**src/rtl/hdmi_pkt_pkg.sv**
```systemverilog
// Packet type codes and scheduler state shared by the HDMI data island logic.
// Imported by the island scheduler and the packet assembler.
package hdmi_pkt_pkg;

  localparam logic [7:0] PKT_NULL  = 8'h00;
  localparam logic [7:0] PKT_ACR   = 8'h01;
  localparam logic [7:0] PKT_AUDIO = 8'h02;
  localparam logic [7:0] PKT_AVI   = 8'h82;
  localparam logic [7:0] PKT_AINFO = 8'h84;

  typedef enum logic {
    IDLE,
    ISLAND
  } state_t;

endpackage

```
**src/rtl/data_island_scheduler.sv**
```systemverilog
// Picks the packet for each data island slot: audio, ACR, AVI, audio
// InfoFrame or null, tracking pending samples, ACR timer and frame flags.
module data_island_scheduler
  import hdmi_pkt_pkg::*;
#(
  parameter int AUDIO_FIFO_DEPTH   = 8,
  parameter int SAMPLES_PER_PACKET = 4,
  parameter int AUDIO_URGENT       = 4,
  parameter int ACR_INTERVAL       = 25200,
  parameter int MAX_SLOTS          = 18
) (
  input  logic       clk_pixel,
  input  logic       reset_n,
  input  logic       frame_start,
  input  logic       island_start,
  input  logic [4:0] island_slots,
  input  logic       slot_req,
  input  logic       audio_sample_valid,
  output logic       pkt_valid,
  output logic [7:0] pkt_type,
  output logic [2:0] pkt_samples,
  output logic       island_active,
  output logic       audio_overflow,
  output logic       protocol_err
);

  localparam int PW = $clog2(AUDIO_FIFO_DEPTH + 1);
  localparam int TW = (ACR_INTERVAL > 1) ? $clog2(ACR_INTERVAL) : 1;

  localparam logic [PW-1:0] DEPTH_V = PW'(AUDIO_FIFO_DEPTH);
  localparam logic [PW-1:0] SPP_V   = PW'(SAMPLES_PER_PACKET);
  localparam logic [PW-1:0] URG_V   = PW'(AUDIO_URGENT);
  localparam logic [TW-1:0] TLAST   = TW'(ACR_INTERVAL - 1);
  localparam logic [4:0]    MAXS_V  = 5'(MAX_SLOTS);

  state_t state_q;
  state_t state_d;

  logic [4:0]    slots_left;
  logic [4:0]    slots_load;
  logic [PW-1:0] pending;
  logic [PW-1:0] take;
  logic [PW-1:0] pop;
  logic [PW:0]   pend_sum;
  logic [TW-1:0] timer;
  logic          wrap;
  logic          acr_pending;
  logic          avi_pending;
  logic          ainfo_pending;
  logic          grant;
  logic          urgent;
  logic          sel_audio;
  logic          sel_acr;
  logic          sel_avi;
  logic          sel_ainfo;
  logic [7:0]    sel_type;

  assign grant = slot_req && (state_q == ISLAND)
              && (slots_left != 5'd0);
  assign wrap  = (timer == TLAST);

  // Oversized requests are clipped to the HDMI per-island limit.
  assign slots_load = (island_slots > MAXS_V) ? MAXS_V
                                              : island_slots;

  always_comb begin
    urgent    = (pending >= URG_V);
    take      = (pending >= SPP_V) ? SPP_V : pending;
    sel_acr   = !urgent && acr_pending;
    sel_avi   = !urgent && !acr_pending && avi_pending;
    sel_ainfo = !urgent && !acr_pending && !avi_pending
             && ainfo_pending;
    sel_audio = urgent || (!acr_pending && !avi_pending
             && !ainfo_pending && (pending != '0));
    sel_type  = PKT_NULL;
    pop       = '0;
    unique case (1'b1)
      sel_audio: begin
        sel_type = PKT_AUDIO;
        pop      = grant ? take : '0;
      end
      sel_acr:   sel_type = PKT_ACR;
      sel_avi:   sel_type = PKT_AVI;
      sel_ainfo: sel_type = PKT_AINFO;
      default:   sel_type = PKT_NULL;
    endcase
    pend_sum = {1'b0, pending}
             + {{PW{1'b0}}, audio_sample_valid}
             - {1'b0, pop};
  end

  always_ff @(posedge clk_pixel or negedge reset_n) begin
    if (!reset_n) state_q <= IDLE;
    else          state_q <= state_d;
  end

  always_comb begin
    state_d = state_q;
    if (grant && slots_left == 5'd1) state_d = IDLE;
    if (island_start) begin
      state_d = (island_slots != 5'd0) ? ISLAND : IDLE;
    end
  end

  always_comb begin
    island_active = (state_q == ISLAND);
  end

  always_ff @(posedge clk_pixel or negedge reset_n) begin
    if (!reset_n) begin
      timer          <= '0;
      acr_pending    <= 1'b0;
      avi_pending    <= 1'b1;
      ainfo_pending  <= 1'b1;
      pending        <= '0;
      slots_left     <= 5'd0;
      pkt_valid      <= 1'b0;
      pkt_type       <= PKT_NULL;
      pkt_samples    <= 3'd0;
      audio_overflow <= 1'b0;
      protocol_err   <= 1'b0;
    end else begin
      timer <= wrap ? '0 : timer + 1'b1;
      // A new request or frame obligation beats a same-cycle grant.
      acr_pending   <= wrap
                    | (acr_pending & ~(grant & sel_acr));
      avi_pending   <= frame_start
                    | (avi_pending & ~(grant & sel_avi));
      ainfo_pending <= frame_start
                    | (ainfo_pending & ~(grant & sel_ainfo));
      pending <= (pend_sum > {1'b0, DEPTH_V}) ? DEPTH_V
                                              : pend_sum[PW-1:0];
      if (audio_sample_valid && pending == DEPTH_V
          && pop == '0) begin
        audio_overflow <= 1'b1;
      end
      if ((slot_req && !grant)
          || (island_start && island_slots == 5'd0)) begin
        protocol_err <= 1'b1;
      end
      pkt_valid <= grant;
      if (grant) begin
        pkt_type    <= sel_type;
        pkt_samples <= sel_audio ? 3'(take) : 3'd0;
      end
      if (island_start)  slots_left <= slots_load;
      else if (grant)    slots_left <= slots_left - 5'd1;
    end
  end

endmodule

```
**config.mk**
```make
export PLATFORM = sky130hd
export DESIGN_NAME = data_island_scheduler
export DESIGN_NICKNAME = d
export VERILOG_FILES = /design/src/rtl/hdmi_pkt_pkg.sv /design/src/rtl/data_island_scheduler.sv
export SDC_FILE = /design/constraint.sdc
export NUM_CORES = 1
export LEC_CHECK = 0
export CAP_MARGIN = 20
export CORE_MARGIN = 3
export CORE_UTILIZATION = 60
export DETAILED_ROUTE_END_ITERATION = 8
export DONT_BUFFER_PORTS = 1
export GPL_TIMING_DRIVEN = 0
export PLACE_DENSITY = 0.77
export SLEW_MARGIN = 10
export SYNTH_ARGS = -nofsm -noshare
export SYNTH_HDL_FRONTEND = slang
export SYNTH_SLANG_ARGS = --single-unit
```
**constraint.sdc**
```tcl
create_clock -name clk_pixel -period 5.3 [get_ports clk_pixel]
set_input_delay 1.325 -clock clk_pixel [delete_from_list [all_inputs] [get_ports clk_pixel]]
set_output_delay 1.325 -clock clk_pixel [all_outputs]
set_load 0.01 [all_outputs]
```
==> results.rst, run 1 <==
.. list-table::
   :header-rows: 1

   * - Metric
     - Value
   * - Maximum count of clock buffers along a single path
     - 2
   * - Layout Nets
     - 234
   * - Final count of hold timing violations
     - 0
   * - Combined area of the multi-input logic cells
     - roughly 990 um2
   * - Standard cell area after detailed placement
     - 0.002095 mm2
   * - Arr. time, crit path
     - 3760 ps
   * - Top cell by count, worst path
     - ha_1
   * - Number of non-filler instances in the completed layout
     - between 200 and 300
   * - Post-CTS setup buffers
     - 0
   * - Die X-Extent
     - 64.14 um
   * - Final setup vio count
     - 0
   * - Count of H-tree levels built during CTS
     - 2
   * - Number of antenna cells inserted
     - 0
   * - Avg Cell Area, Syn
     - 10.14 um2
   * - Root Driver
     - clkbuf_4
   * - Initial core utilization
     - 64.84%
   * - Number of placed instances with taps included
     - between 200 and 250
   * - Met2 Use GR
     - 35.35%
   * - HP Class
     - flip-flop to flip-flop
   * - Sequential standard cell area
     - 953.4 um2
   * - Row Count
     - 20
   * - Layout Skew
     - ~17 ps
   * - Run status
     - finished, final reports clean
   * - Met1 usage in global routing
     - about a quarter
   * - HPWL after detailed placement
     - between 2000 and 3000 um
   * - Initial antenna violation count
     - 0
   * - Drt via density
     - roughly 5.7
   * - Maximum cell stage delay along the critical path
     - 460 ps
   * - Predominant post-synthesis flop cell
     - dfrtp_1
   * - Area enclosed by the die boundary
     - 0.004114 mm2
   * - Shortest period the worst path allows
     - 3530 ps
   * - Design area
     - 0.002153 mm2
   * - Maximum resistive drop on vdd
     - about 0.21 mV
   * - Required time at the endpoint of the critical path
     - 5530 ps
   * - Setup repair after global routing missed its margin
     - false
   * - Post-synthesis sequential element count
     - 38
   * - Most frequent cells in the layout
     - dfrtp_1, nor2_1, inv_1, ha_1
   * - Post_cts resized
     - 0
   * - Max-slew violations
     - 0
   * - Static leakage power
     - roughly 0.96 nW
   * - Power density relative to cell area
     - roughly 310 mW/mm2
   * - Number of global-route vias before repair
     - 1454
   * - Async set or reset register ratio after synthesis
     - 100.0%
   * - Height of the chip
     - between 60 and 70 um
   * - Routed WL
     - 3592 um
   * - Pre-Repair DR Iteration Count
     - 4
   * - Final period utilization
     - around two thirds
   * - Achievable Freq
     - 283.3 MHz
   * - Worst setup path class
     - input pin to flip-flop
   * - Share of cells above drive strength 1
     - 10.43%
   * - Placer Congestion
     - 0.8784
   * - Clock tree from TritonCTS
     - yes
   * - Largest net degree at the start of global routing
     - 39
   * - Initial drt markers
     - 59
   * - Commonest non-fill, non-tap cell in the layout
     - dfrtp_1
   * - Worst-Skew Late Latency
     - 340 ps
   * - Yosys warns
     - 0
   * - CTS sink count
     - 38
   * - Kind of start point of the critical path
     - input pin
   * - Area growth from synthesis to layout
     - 6.169%
   * - Met3 GRT Util
     - between 5 and 6%
   * - Placeable Area
     - approximately 0.0031 mm2
   * - Aggregate global routing overflow
     - 0
   * - Count of input and output buffers
     - 0
   * - Gate Count Post-Synth
     - 200
   * - Highest-utilization routing layer at the global route stage
     - met2
   * - Top-Level Pins
     - 26
   * - Fill cell instance count of the final layout
     - 243
   * - Critical-path cell with the highest stage delay
     - or4b_1
   * - Endpoint class of the critical path
     - flip-flop
   * - Relative slew margins
     - 60.19%
   * - Cell-by-cell trace of the critical path
     - nand2_1 > or2_1 > nor2_1 > nand3_1 > ha_1 > ha_1 > a21o_1 > or4b_1 > a31o_1 > and2_1
   * - Quantity of hold-fixing buffers added after cts
     - 0
   * - Total clock buffers created by CTS
     - 5
   * - Number of remaining DRC errors
     - 0
   * - Mean routed wirelength per cell
     - 14.09 um
   * - Clock transition at path regs
     - 110 ps
   * - Wire length of the first global-routing pass
     - 6444 um
   * - Setup TNS
     - 0 ps
   * - Post-synthesis cell type count
     - 53
   * - Netlist area before placement
     - 0.002028 mm2
   * - Sequential fraction of the synthesis area
     - 47.01%
   * - Vias post-DR
     - 1461
   * - Post-synth EDFFs
     - 0
   * - Critical Path Fanout Max
     - 5
   * - Number of nets still failing antenna checks after routing
     - 0
   * - Tot GR Track Use
     - slightly above 20%
   * - Slew at the pin closest to its max-slew limit
     - 594.6 ps
   * - Max capacitance violation total
     - 0
## registers in the layout (all words and copies together) (netlist names), 3 cells and up
signal / flops
pkt_samples: 3
pkt_type: 4
timer: 15
slots_left: 5
pending: 4
## worst max-delay path: cells and delay by family
family / cells / cell delay [ps]
fa+ha+maj: 2 / 610
compound gates: 2 / 440
simple gates: 6 / 1400
## cell families after synthesis
group / after synthesis / share of synthesized area, %
other cells: 2 / 0.3703
flops: 38 / 47.01
compound gates: 37 / 12.46
fa+ha+maj: 13 / 8.390
buf+inv: 20 / 4.565
simple gates: 74 / 20.30
xor+xnor: 16 / 6.909
## cell usage after synthesis (all sizes together) (2+ instances only)
library cell	n	area (um2)
dfrtp	36	900.9
nor2	23	86.33
inv	14	52.55
ha	12	150.1
nand2	12	47.55
nand3	12	65.06
xnor2	11	96.34
a21oi	10	53.80
buf	6	40.04
o21ai	6	30.03
xor2	5	43.79
or3	4	30.03
and4	3	26.28
nor3	3	15.01
nor4	3	18.77
nor4b	3	47.54
a21o	2	15.01
a31oi	2	12.51
a32o	2	20.02
and3	2	12.51
conb	2	7.510
dfstp	2	52.55
nand2b	2	12.51
nor2b	2	12.51
o31ai	2	15.01
## routing by layer
metal,part of all wire (%),up-vias
met1,45,720
li1,-,715
met4,1.3,0
met5,0,-
met2,50,21
met3,4.0,5
## stage by stage
step	util [%]	total power [mW]	hold WS, ps	worst slack [ps]
floorplan	-	0.4874	454.9	1625
global placement	66.96	0.5129	469.0	1439
detailed placement	66.96	0.5280	489.2	1389
CTS	68.84	0.6845	503.2	1763
global route	68.84	0.7262	536.5	1593
finish	68.84	0.6767	502.1	1770
## path summary, 6_finish.rpt
| path | depth (start not counted) | end | slack [ps] | from |
|---|---|---|---|---|
| worst max-delay path | 10 | pending[3] | 1770 | slot_req |
| worst min-delay path | 1 | timer[0] | 500 | timer[0] |
| worst max register to register | 12 | pending[3] | 1980 | slots_left[0] |
| worst min register to register | 1 | timer[0] | 500 | timer[0] |
| max in group asynchronous | 0 | ainfo_pending | 4450 | reset_n |
| min in group asynchronous | 0 | slots_left[4] | 650 | reset_n |
## power by group
part | total, mW | internal, mW | switching, mW
sequential | 0.352 | 0.319 | 0.0331
clock | 0.156 | 0.0655 | 0.0906
combinational | 0.168 | 0.0749 | 0.0935
total | 0.677 | 0.460 | 0.217
## cell type report
| cell class | count | area share [%] |
|---|---|---|
| flip-flops and latches | 38 | 44.28 |
| multi-input cells | 145 | 46.14 |
| plain buffers | 6 | 1.859 |
| inverters | 14 | 2.440 |
| clock buffers | 8 | 2.731 |
| well taps | 44 | 2.557 |
No activity file was read; power rests on OpenSTA's default activity.
==> inputs of run 2 (changes only) <==
Settings changed: CORE_UTILIZATION 60 to 56, PLACE_DENSITY 0.77 to 0.75.
Clock period 5.3 ns to 2.85 ns, I/O delays scaled along.
==> results.rst, run 2 (synthesized netlist as in run 1, its figures left out) <==
.. list-table::
   :header-rows: 1

   * - Metric
     - Value
   * - Critical path startpoint
     - slots_left[1]
   * - Run status
     - finished with violations
   * - Largest net degree at the start of global routing
     - 39 (unchanged)
   * - Maximum count of clock buffers along a single path
     - 2 (unchanged)
   * - Placeable Area
     - 0.003416 mm2 (+9.2%)
   * - Maximum cell stage delay along the critical path
     - 520 ps (+60 ps)
   * - Arr. time, crit path
     - 3240 ps (-520 ps)
   * - Layout Skew
     - 15.19 ps (-1.462 ps)
   * - Wire length of the first global-routing pass
     - 7396 um (+15%)
   * - Routed WL
     - 4320 um (+20%)
   * - Pre-Repair DR Iteration Count
     - 4 (unchanged)
   * - Worst setup path class
     - flip-flop to flip-flop
   * - Power density relative to cell area
     - 613.2 mW/mm2 (+95%)
   * - Post-layout worst setup margin
     - -147.8 ps (-1917 ps)
   * - Number of remaining DRC errors
     - 0 (unchanged)
   * - Shortest period the worst path allows
     - 2998 ps
   * - Slew at the pin closest to its max-slew limit
     - 584.9 ps (-9.739 ps)
   * - Initial antenna violation count
     - 0 (unchanged)
   * - Worst-Skew Late Latency
     - 340 ps (about the same)
   * - Kind of start point of the critical path
     - flip-flop
   * - Count of H-tree levels built during CTS
     - 2 (unchanged)
   * - Setup repair after global routing missed its margin
     - true
   * - Tot GR Track Use
     - 22.02% (+1.7 points)
   * - Worst slack, placed
     - -305.7 ps (-1695 ps)
   * - Most frequent cells in the layout
     - dfrtp_1, nor2_1, buf_4
   * - Kind of cell adding the most delay to the critical path
     - simple AND/OR/NAND/NOR gates
   * - Area enclosed by the die boundary
     - 0.004380 mm2 (+6.5%)
   * - Initial drt markers
     - 128 (+120%)
   * - Fill cell instance count of the final layout
     - 240 (-1.2%)
   * - Required time at the endpoint of the critical path
     - 3090 ps (-2440 ps)
   * - Number of antenna cells inserted
     - 0 (unchanged)
   * - Flip-flop count of the largest register after layout
     - 15 (unchanged)
   * - Cell-by-cell trace of the critical path
     - inv_2 > ha_4 > nor4b_4 > or2_4 > nor2_4 > nand3_2 > ha_4 > ha_4 > a21o_1 > or4b_4 > a31o_4 > and2_4
   * - Static leakage power
     - 1.039 nW (+8.4%)
   * - Area growth from synthesis to layout
     - 17.77%
   * - Endpoint class of the critical path
     - flip-flop
   * - Row Count
     - 21 (+5.0%)
   * - Final setup vio count
     - 4 (+4)
   * - Maximum resistive drop on vdd
     - 0.3717 mV (+81%)
   * - Post-layout util
     - 69.93% (+1.1 points)
   * - Reg2Reg Launch Point
     - slots_left[1]
   * - Count of input and output buffers
     - 0 (unchanged)
   * - Relative slew margins
     - 60.84% (+0.65 points)
   * - Number of nets still failing antenna checks after routing
     - 0 (unchanged)
   * - Number of global-route vias before repair
     - 1572 (+8.1%)
   * - Mean routed wirelength per cell
     - 16.00 um (+14%)
   * - Aggregate global routing overflow
     - 0 (unchanged)
   * - Final period utilization
     - 105.2%
   * - CTS sink count
     - 38 (unchanged)
   * - Height of the chip
     - 66.18 um (+3.2%)
   * - Clock transition at path regs
     - 120 ps (about the same)
   * - Max-slew violations
     - 0 (unchanged)
   * - Final Total Pwr
     - 1.465 mW (+120%)
   * - Violated checks
     - setup timing
   * - Total clock buffers created by CTS
     - 5 (unchanged)
   * - Commonest non-fill, non-tap cell in the layout
     - dfrtp_1
   * - Die X-Extent
     - 66.18 um (+3.2%)
   * - Top cell by count, worst path
     - ha_4
   * - Drt via density
     - 5.689 (-0.71%)
   * - Critical Path Fanout Max
     - 4 (-1)
   * - Max capacitance violation total
     - 0 (unchanged)
   * - Top-Level Pins
     - 26 (unchanged)
   * - Layout Nets
     - 247 (+5.6%)
   * - Register containing the most flip-flops in the final layout
     - timer
   * - Share of cells above drive strength 1
     - 24.11% (+14 points)
   * - Root Driver
     - clkbuf_4
   * - Registers with the most flip-flops
     - timer x15, slots_left x5
   * - Critical-path cell with the highest stage delay
     - or4b_4
   * - Placer Congestion
     - 0.8540 (-2.8%)
   * - HPWL after detailed placement
     - 2886 um (+4.3%)
   * - Vias post-DR
     - 1536 (+5.1%)
   * - Final count of hold timing violations
     - 0 (unchanged)
   * - Clock tree from TritonCTS
     - yes
   * - Setup TNS
     - -418.6 ps (-418.6 ps)
   * - Initial core utilization
     - 59.38% (-5.5 points)
   * - HP Class
     - input pin to async pin
   * - Achievable Freq
     - 333.6 MHz
   * - Worst path bufs/invs
     - 1 (+1)
## run 2: cell count changes in the layout (fill, tap and decap cells not counted), sizes merged
cell,before,now
buf,6,19
bufinv,0,1
clkbuf,8,7
## run 2: path summary, 6_finish.rpt
check	end	slack (ps)	depth (start not counted)
worst min-delay path	pkt_samples[0]	40	0
worst max register to register	pending[3]	-150	12
worst min register to register	timer[0]	500	1
worst max-delay path	pending[3]	-150	12
max in group asynchronous	ainfo_pending	2640	0
min in group clk_pixel	slots_left[0]	440	1
## run 2: per-stage QoR
step           cell area, um2  cells  hold slack [ps]
3_3_place_gp             2133    249            417.7
5_1_grt                  2389    270            23.60
2_1_floorplan            2076    203            416.9
4_1_cts                  2327    265            32.02
6_report                 2389    270            43.46
3_5_place_dp             2133    249            417.7
## run 2: cell type report
| type | count | area, um2 | share of cell area (%) |
|---|---|---|---|
| sequential | 38 | 953.4 | 39.92 |
| clock buffer | 7 | 45.04 | 1.886 |
| clock inverter | 1 | 30.03 | 1.257 |
| inverter | 14 | 55.05 | 2.305 |
| buffer | 5 | 35.03 | 1.467 |
| multi-input combinational | 145 | 1107 | 46.36 |
| timing repair buffer | 14 | 105.1 | 4.400 |
| tap | 46 | 57.56 | 2.410 |
## run 2: what timing repair did
item / 4_1_cts / 5_1_grt
endpoints found under the setup margin: 4 / 4
pin swaps: 14 / 8
resized for setup: 10 / 6
hold buffers: 0 / 0
buffers inserted: 9 / 5
## run 2: where the power goes
group	leakage [nW]	total [mW]	switching, mW	internal (mW)
sequential	0.467	0.661	0.0675	0.594
combinational	0.533	0.444	0.226	0.218
clock	0.0395	0.360	0.174	0.186
## run 2: metal layers
layer	share of wire (%)	global-route usage [%]	wire length (um)
met4	1.6	7.107	68
met5	0	0	0
met1	41	26.40	1770
met2	54	39.03	2332
met3	3.4	4.592	148
==> inputs of run 3 (changes only) <==
Settings changed: CAP_MARGIN 20 to not set, CORE_UTILIZATION 56 to 60, PLACE_DENSITY 0.75 to 0.77, SLEW_MARGIN 10 to not set.
Clock period 2.85 ns to 2.8 ns, I/O delays scaled along.
==> results.rst, run 3 (synthesized netlist as in run 1, its figures left out) <==
.. list-table::
   :header-rows: 1

   * - Metric
     - Value
   * - Vias post-DR
     - 1550 (+0.91%)
   * - Combined area of the multi-input logic cells
     - 0.001092 mm2 (-1.4%)
   * - Area growth from synthesis to layout
     - 17.89%
   * - Flip-flop count of the largest register after layout
     - 15 (unchanged)
   * - Met3 GRT Util
     - 4.921% (+0.33 points)
   * - Register containing the most flip-flops in the final layout
     - timer
   * - Number of nets still failing antenna checks after routing
     - 0 (unchanged)
   * - Maximum count of clock buffers along a single path
     - 2 (unchanged)
   * - Initial antenna violation count
     - 0 (unchanged)
   * - Arr. time, crit path
     - 3110 ps (-130 ps)
   * - Most frequent cells in the layout
     - dfrtp_1, nor2_1, buf_4
   * - Required time at the endpoint of the critical path
     - 3060 ps (-30 ps)
   * - Run status
     - finished with violations
   * - Final count of hold timing violations
     - 0 (unchanged)
   * - Initial core utilization
     - 64.84% (+5.5 points)
   * - CTS sink count
     - 38 (unchanged)
   * - Setup TNS
     - -140.2 ps (+278.3 ps)
   * - Layout Skew
     - 8.187 ps (-7.008 ps)
   * - Final period utilization
     - 101.8% (-3.4 points)
   * - Largest net degree at the start of global routing
     - 39 (unchanged)
   * - Number of antenna cells inserted
     - 0 (unchanged)
   * - Max capacitance violation total
     - 0 (unchanged)
   * - Internal
     - 1.004 mW (+0.67%)
   * - Maximum resistive drop on vdd
     - 0.4746 mV (+28%)
   * - Reported net switching power
     - 483.9 uW (+3.6%)
   * - Top-Level Pins
     - 26 (unchanged)
   * - Max-slew violations
     - 0 (unchanged)
   * - Total clock buffers created by CTS
     - 5 (unchanged)
   * - Post-layout worst setup margin
     - -49.57 ps (+98.23 ps)
   * - Standard cell area after detailed placement
     - 0.002121 mm2 (-0.59%)
   * - Combinational group share of total power
     - 29.8% (-0.5 points)
   * - Met2 Use GR
     - 37.03% (-2.0 points)
   * - Post-layout util
     - 76.44% (+6.5 points)
   * - Highest-utilization routing layer at the global route stage
     - met2
   * - Height of the chip
     - 64.14 um (-3.1%)
   * - Clock tree from TritonCTS
     - yes
   * - Achievable Freq
     - 350.9 MHz (+5.2%)
   * - Worst setup path class
     - flip-flop to flip-flop
   * - Static leakage power
     - 1.041 nW (+0.13%)
   * - Placer Congestion
     - 0.8705 (+1.9%)
   * - HPWL after detailed placement
     - 2853 um (-1.1%)
   * - Shortest period the worst path allows
     - 2850 ps (-148.2 ps)
   * - Routed WL
     - 4232 um (-2.0%)
   * - Placeable Area
     - 0.003128 mm2 (-8.4%)
   * - Pre-Repair DR Iteration Count
     - 4 (unchanged)
   * - Mean routed wirelength per cell
     - 15.73 um (-1.7%)
   * - Aggregate global routing overflow
     - 0 (unchanged)
   * - Sequential standard cell area
     - 953.4 um2 (unchanged)
   * - Commonest non-fill, non-tap cell in the layout
     - dfrtp_1
   * - Layout Nets
     - 248 (+0.40%)
   * - Hold WS
     - 28.32 ps (-15.14 ps)
   * - Share of total power in the clock network
     - 25.1% (+0.5 points)
   * - Minimum setup slack among reg-to-reg paths
     - -50 ps (+100 ps)
   * - Registers with the most flip-flops
     - timer x15, slots_left x5
   * - Met1 usage in global routing
     - 26.75% (+0.35 points)
   * - Critical Path Fanout Max
     - 4 (unchanged)
   * - Share of cells above drive strength 1
     - 23.11% (-1.0 points)
   * - Drt via density
     - 5.762 (+1.3%)
   * - Design area
     - 0.002391 mm2 (+0.10%)
   * - Setup repair after global routing missed its margin
     - true
   * - HP Class
     - input pin to async pin
   * - Slew at the pin closest to its max-slew limit
     - 902.8 ps (+317.9 ps)
   * - Reg2Reg Launch Point
     - slots_left[0]
   * - Row Count
     - 20 (-4.8%)
   * - Count of input and output buffers
     - 0 (unchanged)
   * - Destination of the critical timing path
     - pending[3]
   * - Number of placed instances with taps included
     - 247 (-0.80%)
   * - Power density relative to cell area
     - 622.4 mW/mm2 (+1.5%)
   * - Count of H-tree levels built during CTS
     - 2 (unchanged)
   * - Endpoint class of the critical path
     - flip-flop
   * - Wire length of the first global-routing pass
     - 6989 um (-5.5%)
   * - Die X-Extent
     - 64.14 um (-3.1%)
   * - Clock transition at path regs
     - 120 ps (about the same)
   * - Area enclosed by the die boundary
     - 0.004114 mm2 (-6.1%)
   * - Reg power frac
     - 45.2% (about the same)
   * - Number of remaining DRC errors
     - 0 (unchanged)
   * - Worst-Skew Late Latency
     - 350 ps (about the same)
   * - Critical path startpoint
     - slots_left[0]
   * - Kind of start point of the critical path
     - flip-flop
   * - Relative slew margins
     - 39.62% (-21 points)
   * - Tot GR Track Use
     - 21.91% (-0.12 points)
   * - Initial drt markers
     - 78 (-39%)
   * - Final setup vio count
     - 4 (unchanged)
   * - Number of global-route vias before repair
     - 1528 (-2.8%)
   * - Root Driver
     - clkbuf_4
   * - Sw Share
     - 32.51% (+0.64 points)
   * - Destination of the worst register-to-register timing path
     - pending[3]
   * - Violated checks
     - setup timing
   * - Number of non-filler instances in the completed layout
     - 269 (-0.37%)
   * - Fill cell instance count of the final layout
     - 213 (-11%)
   * - Cells on worst reg2reg path
     - 12 (unchanged)
[run 3: worst min path at each step]
stage             from       endpoint  slack [ps]  cells past startpoint
3_3_place_gp   reset_n  slots_left[0]         410                      0
2_1_floorplan  reset_n    acr_pending         400                      0
3_5_place_dp   reset_n  slots_left[0]         410                      0
5_1_grt        reset_n  slots_left[1]         0.6                      0
4_1_cts        reset_n       timer[5]          10                      0
6_report       reset_n  slots_left[1]          30                      0
[run 3: final cells by class]
class,count,share of cell area (%)
buffer,5,1.465
timing repair buffer,15,5.024
tap,44,2.302
clock inverter,3,1.675
inverter,14,2.407
clock buffer,5,1.570
multi-input combinational,145,45.68
sequential,38,39.87
[run 3: layer usage]
metal | share of wire [%] | vias to the layer above
met1 | 42 | 758
li1 | - | 747
met5 | 0 | -
met4 | 2.4 | 0
met3 | 3.4 | 12
met2 | 53 | 33
[run 3: through the flow]
step | total power [mW] | setup WS [ps]
after global routing | 1.587 | -175.6
final | 1.488 | -49.57
after detailed placement | 1.017 | -379.0
after CTS | 1.432 | -37.19
after global placement | 0.9820 | -280.0
after floorplan | 0.9358 | -133.8
[run 3: repair_timing]
action / in CTS / in global routing
hold buffers: 0 / 3
pin swaps: 13 / 8
endpoints found under the hold margin: 0 / 19
setup buffers: 9 / 3
setup endpoints to repair: 4 / 4
gates resized for setup: 9 / 8
[run 3: worst max-delay path, cell delays in order, from the launching register on]
cell     delay [ps]
dfrtp_1         380
inv_2            60
ha_4            150
nor4b_4         120
or2_4           290
nor2_4          120
nand3_2          90
ha_4            300
ha_4            190
a21o_1          190
or4b_1          460
a31o_1          240
and2_4          150
[run 3: power groups by stage]
stage	Clock, mW	Sequential (mW)	Combinational [mW]
final	0.373	0.672	0.443
after global routing	0.413	0.680	0.494
after CTS	0.382	0.671	0.379
after detailed placement	0	0.683	0.334
after global placement	0	0.678	0.304
after floorplan	0	0.665	0.271
